<file path="config.mk">
export PLATFORM = sky130hd
export DESIGN_NAME = issue_queue_flat
export DESIGN_NICKNAME = d
export VERILOG_FILES = /design/src/rtl/issue_queue_if.sv /design/src/rtl/issue_queue.sv /design/src/flat_wrapper.sv
export SDC_FILE = /design/constraint.sdc
export NUM_CORES = 1
export LEC_CHECK = 0
export ABC_CLOCK_PERIOD_IN_PS = 16500
export BUFFER_PORTS_ARGS = -buffer_cell sky130_fd_sc_hd__buf_2
export CAP_MARGIN = 20
export CORE_MARGIN = 2
export CORE_UTILIZATION = 30
export DETAILED_ROUTE_END_ITERATION = 16
export GPL_TIMING_DRIVEN = 0
export PLACE_DENSITY = 0.46
export SYNTH_ARGS = -nofsm -noshare
export SYNTH_HDL_FRONTEND = slang
export SYNTH_SLANG_ARGS = --single-unit
</file>
<file path="constraint.sdc">
create_clock -name Clock -period 16.5 [get_ports Clock]
set_input_delay 0.825 -clock Clock [delete_from_list [all_inputs] [get_ports Clock]]
set_output_delay 0.825 -clock Clock [all_outputs]
set_load 0.02 [all_outputs]
</file>
<file path="src/rtl/issue_queue_if.sv">
// Program-load, free-count, branch-resolve and issue-slot signals of the issue queue.
// master = program loader / core side, slave = the issue queue itself.
interface issue_queue_if #(
  parameter int IW      = 16,
  parameter int DEPTH   = 64,
  parameter int ISSUE_W = 2,
  parameter int FREE_W  = 3,
  parameter int AW      = $clog2(DEPTH)
);
  logic                    Run;
  logic                    prog_we;
  logic [AW-1:0]           prog_addr;
  logic [IW-1:0]           prog_data;
  logic [AW:0]             prog_len;
  logic [FREE_W-1:0]       add_free;
  logic [FREE_W-1:0]       ld_free;
  logic [FREE_W-1:0]       sd_free;
  logic                    br_resolve;
  logic                    br_taken;
  logic [AW-1:0]           br_target;
  logic [ISSUE_W-1:0]      issue_valid;
  logic [2*ISSUE_W-1:0]    issue_class;
  logic [IW*ISSUE_W-1:0]   issue_inst;
  logic [AW*ISSUE_W-1:0]   issue_pc;
  logic [AW:0]             pc;
  logic                    branch_pending;
  logic                    done;

  modport master (
    output Run, prog_we, prog_addr, prog_data, prog_len,
           add_free, ld_free, sd_free, br_resolve, br_taken, br_target,
    input  issue_valid, issue_class, issue_inst, issue_pc, pc, branch_pending, done
  );

  modport slave (
    input  Run, prog_we, prog_addr, prog_data, prog_len,
           add_free, ld_free, sd_free, br_resolve, br_taken, br_target,
    output issue_valid, issue_class, issue_inst, issue_pc, pc, branch_pending, done
  );
endinterface

</file>
<file path="src/rtl/issue_queue.sv">
// In-order multi-issue unit: reads ISSUE_W instructions at pc, issues them to the
// adder RS / load / store buffers subject to free counts, and stalls behind BNE.D.

// Per-slot opcode decode: 00 adder, 01 load, 10 store, 11 none.
module iq_dec (
  input  logic [3:0] op,
  output logic [1:0] cls,
  output logic       is_br
);
  always_comb begin
    cls = 2'b11;
    case (op)
      4'h0, 4'h1, 4'h2: cls = 2'b00;
      4'h3:             cls = 2'b01;
      4'h4:             cls = 2'b10;
      default:          cls = 2'b11;
    endcase
    is_br = (op == 4'h2);
  end
endmodule

module issue_queue #(
  parameter int IW      = 16,
  parameter int DEPTH   = 64,
  parameter int ISSUE_W = 2,
  parameter int FREE_W  = 3,
  parameter int AW      = $clog2(DEPTH)
) (
  input logic          Clock,
  input logic          Reset,
  issue_queue_if.slave bus
);
  // One extra bit over the pc so pc+k never wraps before the prog_len compare.
  localparam int PW   = AW + 2;
  localparam int CMPW = (FREE_W > 3) ? FREE_W : 3;

  logic [IW-1:0] mem [DEPTH];

  logic [AW:0]                     pc_q;
  logic                            bp_q;
  logic [ISSUE_W-1:0]              iv_q;
  logic [ISSUE_W-1:0][1:0]         cls_q;
  logic [ISSUE_W-1:0][IW-1:0]      inst_q;
  logic [ISSUE_W-1:0][AW-1:0]      pcs_q;

  logic [ISSUE_W-1:0][PW-1:0]      s_pc;
  logic [ISSUE_W-1:0][IW-1:0]      s_inst;
  logic [ISSUE_W-1:0][1:0]         s_cls;
  logic [ISSUE_W-1:0]              s_br;

  logic                            issue_cyc, go, br_hit;
  logic [2:0]                      n_cons;
  logic [3:0][2:0]                 cnt;
  logic [FREE_W-1:0]               fr;
  logic [ISSUE_W-1:0]              nv;
  logic [ISSUE_W-1:0][1:0]         ncls;
  logic [ISSUE_W-1:0][IW-1:0]      ninst;
  logic [ISSUE_W-1:0][AW-1:0]      npc;

  always_ff @(posedge Clock) begin
    if (bus.prog_we) mem[bus.prog_addr] <= bus.prog_data;
  end

  for (genvar k = 0; k < ISSUE_W; k++) begin : g_lane
    assign s_pc[k]   = PW'(pc_q) + PW'(k);
    assign s_inst[k] = mem[s_pc[k][AW-1:0]];
    iq_dec u_dec (.op(s_inst[k][3:0]), .cls(s_cls[k]), .is_br(s_br[k]));
  end

  assign issue_cyc = bus.Run && !bp_q && !bus.br_resolve;

  // Walk slots in order; the first slot that cannot go closes the cycle.
  always_comb begin
    go     = issue_cyc;
    br_hit = 1'b0;
    n_cons = '0;
    cnt    = '0;
    fr     = '0;
    nv     = '0;
    ncls   = '1;
    ninst  = '0;
    npc    = '0;
    for (int k = 0; k < ISSUE_W; k++) begin
      case (s_cls[k])
        2'b00:   fr = bus.add_free;
        2'b01:   fr = bus.ld_free;
        default: fr = bus.sd_free;
      endcase
      if (go && (s_pc[k] < PW'(bus.prog_len))) begin
        if (s_cls[k] == 2'b11) begin
          n_cons = n_cons + 3'd1;
        end else if (CMPW'(fr) > CMPW'(cnt[s_cls[k]])) begin
          nv[k]          = 1'b1;
          ncls[k]        = s_cls[k];
          ninst[k]       = s_inst[k];
          npc[k]         = s_pc[k][AW-1:0];
          cnt[s_cls[k]]  = cnt[s_cls[k]] + 3'd1;
          n_cons         = n_cons + 3'd1;
          if (s_br[k]) begin
            br_hit = 1'b1;
            go     = 1'b0;
          end
        end else begin
          go = 1'b0;
        end
      end else begin
        go = 1'b0;
      end
    end
  end

  always_ff @(posedge Clock) begin
    if (Reset) begin
      pc_q   <= '0;
      bp_q   <= 1'b0;
      iv_q   <= '0;
      cls_q  <= '1;
      inst_q <= '0;
      pcs_q  <= '0;
    end else begin
      iv_q   <= nv;
      cls_q  <= ncls;
      inst_q <= ninst;
      pcs_q  <= npc;
      if (bp_q && bus.br_resolve) begin
        // Not-taken: pc already points past the BNE.D.
        bp_q <= 1'b0;
        if (bus.br_taken) pc_q <= {1'b0, bus.br_target};
      end else if (issue_cyc) begin
        pc_q <= pc_q + (AW+1)'(n_cons);
        bp_q <= br_hit;
      end
    end
  end

  assign bus.issue_valid    = iv_q;
  assign bus.issue_class    = cls_q;
  assign bus.issue_inst     = inst_q;
  assign bus.issue_pc       = pcs_q;
  assign bus.pc             = pc_q;
  assign bus.branch_pending = bp_q;
  assign bus.done           = (pc_q >= bus.prog_len) && !bp_q;
endmodule

</file>
<file path="src/flat_wrapper.sv">
// flat-port wrapper written by rule: the top's interface ports become plain ports
module issue_queue_flat 
#(
  parameter int IW      = 16,
  parameter int DEPTH   = 64,
  parameter int ISSUE_W = 2,
  parameter int FREE_W  = 3,
  parameter int AW      = $clog2(DEPTH)
)
  (Clock, Reset, bus_Run, bus_prog_we, bus_prog_addr, bus_prog_data, bus_prog_len, bus_add_free, bus_ld_free, bus_sd_free, bus_br_resolve, bus_br_taken, bus_br_target, bus_issue_valid, bus_issue_class, bus_issue_inst, bus_issue_pc, bus_pc, bus_branch_pending, bus_done);
  issue_queue_if #(.IW(IW), .DEPTH(DEPTH), .ISSUE_W(ISSUE_W), .FREE_W(FREE_W), .AW(AW)) bus_i ();
  input logic Clock;
  input logic Reset;
  input wire logic [$bits(bus_i.Run)-1:0] bus_Run;
  input wire logic [$bits(bus_i.prog_we)-1:0] bus_prog_we;
  input wire logic [$bits(bus_i.prog_addr)-1:0] bus_prog_addr;
  input wire logic [$bits(bus_i.prog_data)-1:0] bus_prog_data;
  input wire logic [$bits(bus_i.prog_len)-1:0] bus_prog_len;
  input wire logic [$bits(bus_i.add_free)-1:0] bus_add_free;
  input wire logic [$bits(bus_i.ld_free)-1:0] bus_ld_free;
  input wire logic [$bits(bus_i.sd_free)-1:0] bus_sd_free;
  input wire logic [$bits(bus_i.br_resolve)-1:0] bus_br_resolve;
  input wire logic [$bits(bus_i.br_taken)-1:0] bus_br_taken;
  input wire logic [$bits(bus_i.br_target)-1:0] bus_br_target;
  output wire logic [$bits(bus_i.issue_valid)-1:0] bus_issue_valid;
  output wire logic [$bits(bus_i.issue_class)-1:0] bus_issue_class;
  output wire logic [$bits(bus_i.issue_inst)-1:0] bus_issue_inst;
  output wire logic [$bits(bus_i.issue_pc)-1:0] bus_issue_pc;
  output wire logic [$bits(bus_i.pc)-1:0] bus_pc;
  output wire logic [$bits(bus_i.branch_pending)-1:0] bus_branch_pending;
  output wire logic [$bits(bus_i.done)-1:0] bus_done;
  assign bus_i.Run = bus_Run;
  assign bus_i.prog_we = bus_prog_we;
  assign bus_i.prog_addr = bus_prog_addr;
  assign bus_i.prog_data = bus_prog_data;
  assign bus_i.prog_len = bus_prog_len;
  assign bus_i.add_free = bus_add_free;
  assign bus_i.ld_free = bus_ld_free;
  assign bus_i.sd_free = bus_sd_free;
  assign bus_i.br_resolve = bus_br_resolve;
  assign bus_i.br_taken = bus_br_taken;
  assign bus_i.br_target = bus_br_target;
  assign bus_issue_valid = bus_i.issue_valid;
  assign bus_issue_class = bus_i.issue_class;
  assign bus_issue_inst = bus_i.issue_inst;
  assign bus_issue_pc = bus_i.issue_pc;
  assign bus_pc = bus_i.pc;
  assign bus_branch_pending = bus_i.branch_pending;
  assign bus_done = bus_i.done;
  issue_queue #(.IW(IW), .DEPTH(DEPTH), .ISSUE_W(ISSUE_W), .FREE_W(FREE_W), .AW(AW)) u_core (.Clock(Clock), .Reset(Reset), .bus(bus_i));
endmodule
</file>
# Word-level counts from Yosys, hierarchy flattened
# Memory sizes are Yosys's and may differ from the RTL's. A register that Yosys moved wholly into a read port is not among the register bits.
# Cells that the tools add are included.
# totals
register_bits	58
mem_bits_rw	1024
in_bits	50
output_inout_bits	59
elab_cells	103
memories	1
# memory_table
name	words	width	read_ports	rd_clocked_by_memory_dff	wr	line_no	text
u_core.mem	64	16	2	1	1	issue_queue.sv:37	logic [IW-1:0] mem [DEPTH];
# op_classes
addsub	4
magnitude_cmp	8
n_eq_ne	13
muxes	40
n_bitwise	5
reduce_logical	22
# op_table
cell	count
12-bit two-way mux	3
3-bit two-way mux	8
7-bit two-way mux	3
1-bit two-way mux	17
4-bit by 2-bit == test with 1-bit output, second input constant	4
12-bit bitwise AND	1
3-bit binary-select mux with 2-bit select	2
6-bit two-way mux	2
2-bit one-hot mux with 3 select lines	2
3-bit one-hot mux with 2 select lines	2
3-bit OR reduction	4
7-bit by 1-bit adder with 8-bit output, second input constant	1
4-bit by 1-bit == test with 1-bit output, second input constant	2
4-bit by 3-bit == test with 1-bit output, second input constant	2
4-bit zero test	2
8-bit by 7-bit less-than comparator with 1-bit output	1
4-bit OR reduction	2
7-bit by 3-bit adder with 7-bit output	1
7-bit >= comparator	1
1-bit logical AND	7
7-bit less-than comparator	1
3-bit by 1-bit adder with 3-bit output, second input constant	2
3-bit demux with 2-bit select	1
3-bit > comparator	2
other kinds (11)	19

# Logic depth before layout (Yosys ltp)
# depth
ltp_word	22
mapped_depth	29
mapped_depth_nobuf	26

# Hierarchy
# From an unflattened synthesis, not the netlist that was laid out.
# unflattened
cells_unflattened	2640
hier_area_um2	49986.7
# by_module_without_submodules
module	n_inst	cells_per_inst	area_per_inst_um2	seq_area_each_um2
issue_queue	1	2630	49911.6	32030.7
iq_dec	2	5	37.5	0.0

# Worst setup path before layout
# Ideal clock, no wire load.
# synth_timing
path_kind	register to register
startpoint	reg u_core.pc_q[1] (netlist: u_core.bus.pc[1])
endpoint	reg (tool-made name)
setup_ps	132
t_arrival_ps	5598
t_required_ps	16368
path_slack_ps	10770
stages_incl_launch_ff	27
n_path_buf	3
synth_period_minus_slack_ps	5730
path_cell_list	dfxtp_1 > ha_1 > clkbuf_1 > clkbuf_1 > mux4_2 > mux4_2 > mux2i_1 > nand3_1 > nand2_1 > clkbuf_1 > nor2_1 > a32oi_1 > nor4_1 > ha_1 > nor2_1 > a2111o_1 > and3_1 > o21bai_1 > ha_1 > o21ai_0 > a211oi_1 > ha_1 > fa_1 > nand3b_1 > nand2_1 > a22oi_1 > nor2_1
# synth_rtl
element	line_no	text
start, declared	issue_queue.sv:39	logic [AW:0] pc_q;
start signal, assigned	issue_queue.sv:128	if (bus.br_taken) pc_q <= {1'b0, bus.br_target};
start signal, assigned	issue_queue.sv:130	pc_q <= pc_q + (AW+1)'(n_cons);

==> results <==
- The run finished with clean final reports.
- The number of global-route vias before repair is 29,164.
- In the synthesized netlist, the number of instances is between 2,000 and 2,500.
- For the worst setup path, the data required time is 17.15 ns.
- The number of setup violations in the final report is 0.
- For hold timing, the worst endpoint is u_core.bus.pc[6].
- The DRC violations left is 0.
- The total CTS buffers is 131.
- The reg-to-reg critical path startpoint is u_core.bus.pc[1].
- Cells fill ~36% of the core in the end.
- Setup total negative slack on the finished layout was measured at 0 ns.
- The most common cell after layout, fill and taps aside is sky130_fd_sc_hd__edfxtp_1.
- The initial utilization of the core area, before any placement, comes to 30.29%.
- The pre-antenna-repair detailed-routing pass consisted of 7 iterations.
- The post-cts gate resize count is 0.
- The count of input and output buffers is 102.
- The area of the mapped netlist is about 50,000 µm².
- The routed design could run at a clock period as short as 7.899 ns.
- For this design the static power due to leakage is 0.01806 µW.
- The number of distinct standard cells referenced by the synthesized netlist is 75.
- The H-tree was split into 4 levels.
- The clock transition at the register clock pins on the worst setup and hold paths after CTS is 0.06 ns.
- The part of the cycle the worst path needs is 47.87%.
- The hold path depth is 2.
- The global route total overflow is 0.
- The first global-routing pass estimated 249.9 mm of wire.
- The max-capacitance violation count is 0.
- The post-CTS setup buffer count is 0.
- The number of synthesized register bits is 1,088.
- The core outline area is 165,400 µm².
- The via-per-instance ratio is 5.782.
- The clock latency at the later pin of the worst-skew pair is around 0.8 ns.
- The transition time of the tightest slew-check pin is 1.219 ns.
- The number of nets in the final layout is 2,785.
- The maximum fanout count along the critical path is 10.
- Summed over all layers, the routed wires come to 185.0 mm.
- Measured in cells, the most critical reg-to-reg path has a length of 26.
- The total buffers and inverters traversed by the critical path is 3.
- Setup repair after global routing left no endpoint under its margin.
- The type of destination of the critical path is a flop.
- The library cells used most frequently in the layout, excluding fill and tap cells, are sky130_fd_sc_hd__edfxtp_1, sky130_fd_sc_hd__mux4_2, sky130_fd_sc_hd__buf_2.
- The cell occurring most often along the worst timing path is sky130_fd_sc_hd__ha_1.
- The largest net degree at the start of global routing is 65.
- In this run the power density over the cells is 110.0 nW/µm².
- The critical path in this run is classified as reg2reg.
- The share of flip-flops with an asynchronous set or reset is 0%.
- Measured along the y axis, the die boundary spans just over 400 µm.
- The clock drives 1,088 sinks.
- The post-synthesis sequential area ratio is 63.96%.
- Dividing the detail-routed wire length by the instance count gives 36.98 µm.
- The placer congestion estimate is 0.8803.
- The start point of the worst min-delay path is bus_br_taken.
- The area growth from synthesis to final layout is 18.76%.
- The via count is between 20,000 and 30,000.
- Headroom to the max-slew limit came out at a little under a fifth.
- The maximum number of buffers from clock root to sink is 3.
- The placed wire-length estimate after detailed placement is 131.0 mm.
- The number of hold buffers added after CTS was 0.
- The die is a little over 400 µm wide.
- The setup skew after layout is 0.03009 ns.
- Grouping stages by cell kind, the critical path spends the most delay in buffers and inverters.
- The global-route usage over all layers is between 20% and 30%.
- The critical path crosses 26 cells after its start point.
- For this run, the top clock speed supported by timing is between 0.1 and 0.15 GHz.
- In this run the count of I/O pins placed on the die edge is about 110.
- In this run the clock root is driven by a sky130_fd_sc_hd__clkbuf_16.
- In this run, the number of DRC markers left after iteration 0 of detailed routing was 4,047.
- The minimum setup slack among reg-to-reg paths is ~8.6 ns.
- The hold violation total from the final report is 0.
- TritonCTS built the clock tree.
- Data on the critical path arrives at its endpoint at 8.54 ns.
- The number of antenna violations at the first check in global routing is 14.
- The yosys synthesis warning count is 0.
- Cells with a size suffix above 1 make up 40.21% of the layout.
- The number of enable-type register cells in the synthesized netlist is 1,024.
- In the synthesized netlist the dominant register cell turns out to be sky130_fd_sc_hd__edfxtp_1.
- The row count is 149.
- The largest incremental delay on the critical path is 0.81 ns.
- The floorplan step defined a die boundary enclosing about 170,000 µm².
- The worst hold path belongs to the class in2reg.
- The standard cell with the maximum stage delay on the critical path is sky130_fd_sc_hd__clkbuf_1.
- The maximum resistive drop on vdd is 0.1198 mV.
- The number of max-slew violations in the final report is 0.
- The post-route antenna net violation count is 0.
- STA classifies the critical path startpoint as a flop.
- The filler cell count in the final layout is approximately 15,000.
- In this run the mean area of a mapped cell was 20.92 µm².
[flip-flops by register name, indices dropped and copies added (netlist names), named ones only]
name,flops
u_core.mem,1024
u_core.bus.issue_inst,32
u_core.bus.issue_pc,12
u_core.bus.pc,7
u_core.bus.issue_class,4
u_core.bus.issue_valid,2
u_core.bus.branch_pending,1
[kinds of logic (layout without fill, tap and decap cells)]
group           count (synthesis)  in the layout  share of synthesized area [%]
flops                        1088           1088                          63.96
mux                           668            668                          28.98
simple gates                  291            291                          2.813
buf+inv                       205            615                          1.911
compound gates                114            114                          1.639
fa+ha+maj                      20             20                         0.5146
xor+xnor                        7              7                         0.1749
other cells                     1              9                       0.007488
[worst max path at each step]
stage	start	to	slack, ns
floorplan	u_core.bus.pc[1]	flop	10.77
global placement	u_core.bus.pc[0]	flop	8.59
detailed placement	u_core.bus.pc[0]	flop	8.56
CTS	u_core.bus.pc[0]	u_core.bus.pc[4]	8.47
global route	u_core.bus.pc[1]	flop	7.99
finish	u_core.bus.pc[1]	flop	8.60
[report_power, final]
group	switching, µW	internal (µW)	total (µW)
logic	414	299	713
clock network	1170	1610	2780
registers	9.82	3040	3050
[per-layer routing]
metal | track usage (%) | wire length, µm | vias to the layer above
li1 | - | - | 11081
met1 | 29.03 | 74860 | 15848
met2 | 34.79 | 87870 | 1710
met3 | 5.553 | 16880 | 273
met4 | 6.116 | 5317 | 6
met5 | 0 | 30 | -
[stage by stage]
stage                     hold slack [ns]  setup WS, ns  total power [µW]  instance area, µm²  instances
after global routing               0.2459         7.993              6716               59460       4995
final                              0.2621         8.601              6541               59480       5001
after detailed placement           0.5641         8.556              3809               55120       4756
after CTS                          0.2145         8.475              6581               59200       4979
after global placement             0.5648         8.591              3775               53340       4686
after floorplan                    0.4836         10.77              3494               50090       2395
[synthesized netlist by cell type (4+ instances only)]
| master | count | area, µm² |
|---|---|---|
| sky130_fd_sc_hd__nand2b_1 | 6 | 37.54 |
| sky130_fd_sc_hd__edfxtp_1 | 1024 | 30750 |
| sky130_fd_sc_hd__inv_1 | 16 | 60.06 |
| sky130_fd_sc_hd__or3_1 | 5 | 31.28 |
| sky130_fd_sc_hd__buf_1 | 49 | 183.9 |
| sky130_fd_sc_hd__nor2b_1 | 13 | 81.33 |
| sky130_fd_sc_hd__and2_1 | 21 | 131.4 |
| sky130_fd_sc_hd__a21o_1 | 5 | 37.54 |
| sky130_fd_sc_hd__nand2_1 | 72 | 270.3 |
| sky130_fd_sc_hd__dfxtp_1 | 64 | 1281 |
| sky130_fd_sc_hd__nand3_1 | 21 | 105.1 |
| sky130_fd_sc_hd__buf_6 | 5 | 56.30 |
| sky130_fd_sc_hd__o21a_1 | 5 | 37.54 |
| sky130_fd_sc_hd__mux4_2 | 615 | 13850 |
| sky130_fd_sc_hd__a211oi_1 | 24 | 180.2 |
| sky130_fd_sc_hd__and3_1 | 19 | 118.9 |
| sky130_fd_sc_hd__ha_1 | 19 | 237.7 |
| sky130_fd_sc_hd__mux4_1 | 8 | 210.2 |
| sky130_fd_sc_hd__a22oi_1 | 24 | 180.2 |
| sky130_fd_sc_hd__clkbuf_1 | 74 | 277.8 |
| sky130_fd_sc_hd__a21oi_1 | 18 | 90.09 |
| sky130_fd_sc_hd__nor3_1 | 7 | 35.03 |
| sky130_fd_sc_hd__nand3b_1 | 4 | 30.03 |
| sky130_fd_sc_hd__nor2_1 | 96 | 360.4 |
| sky130_fd_sc_hd__buf_2 | 36 | 180.2 |
| sky130_fd_sc_hd__mux2i_1 | 41 | 410.4 |
| sky130_fd_sc_hd__nand4_1 | 9 | 56.30 |
| sky130_fd_sc_hd__buf_4 | 14 | 105.1 |
| sky130_fd_sc_hd__mux2_2 | 4 | 45.04 |
| sky130_fd_sc_hd__o21ai_0 | 9 | 45.04 |
[layout make-up]
class,count,area [µm²],area share (%)
tap,2189,2739,4.605
inverter,20,80.08,0.1346
sequential,1088,32030,53.85
clock buffer,171,3607,6.065
timing repair buffer,187,2153,3.620
antenna,7,17.52,0.02945
buffer,185,885.9,1.489
clock inverter,52,465.4,0.7825
multi-input combinational,1102,17500,29.42
(Power assumes the default switching activity.)
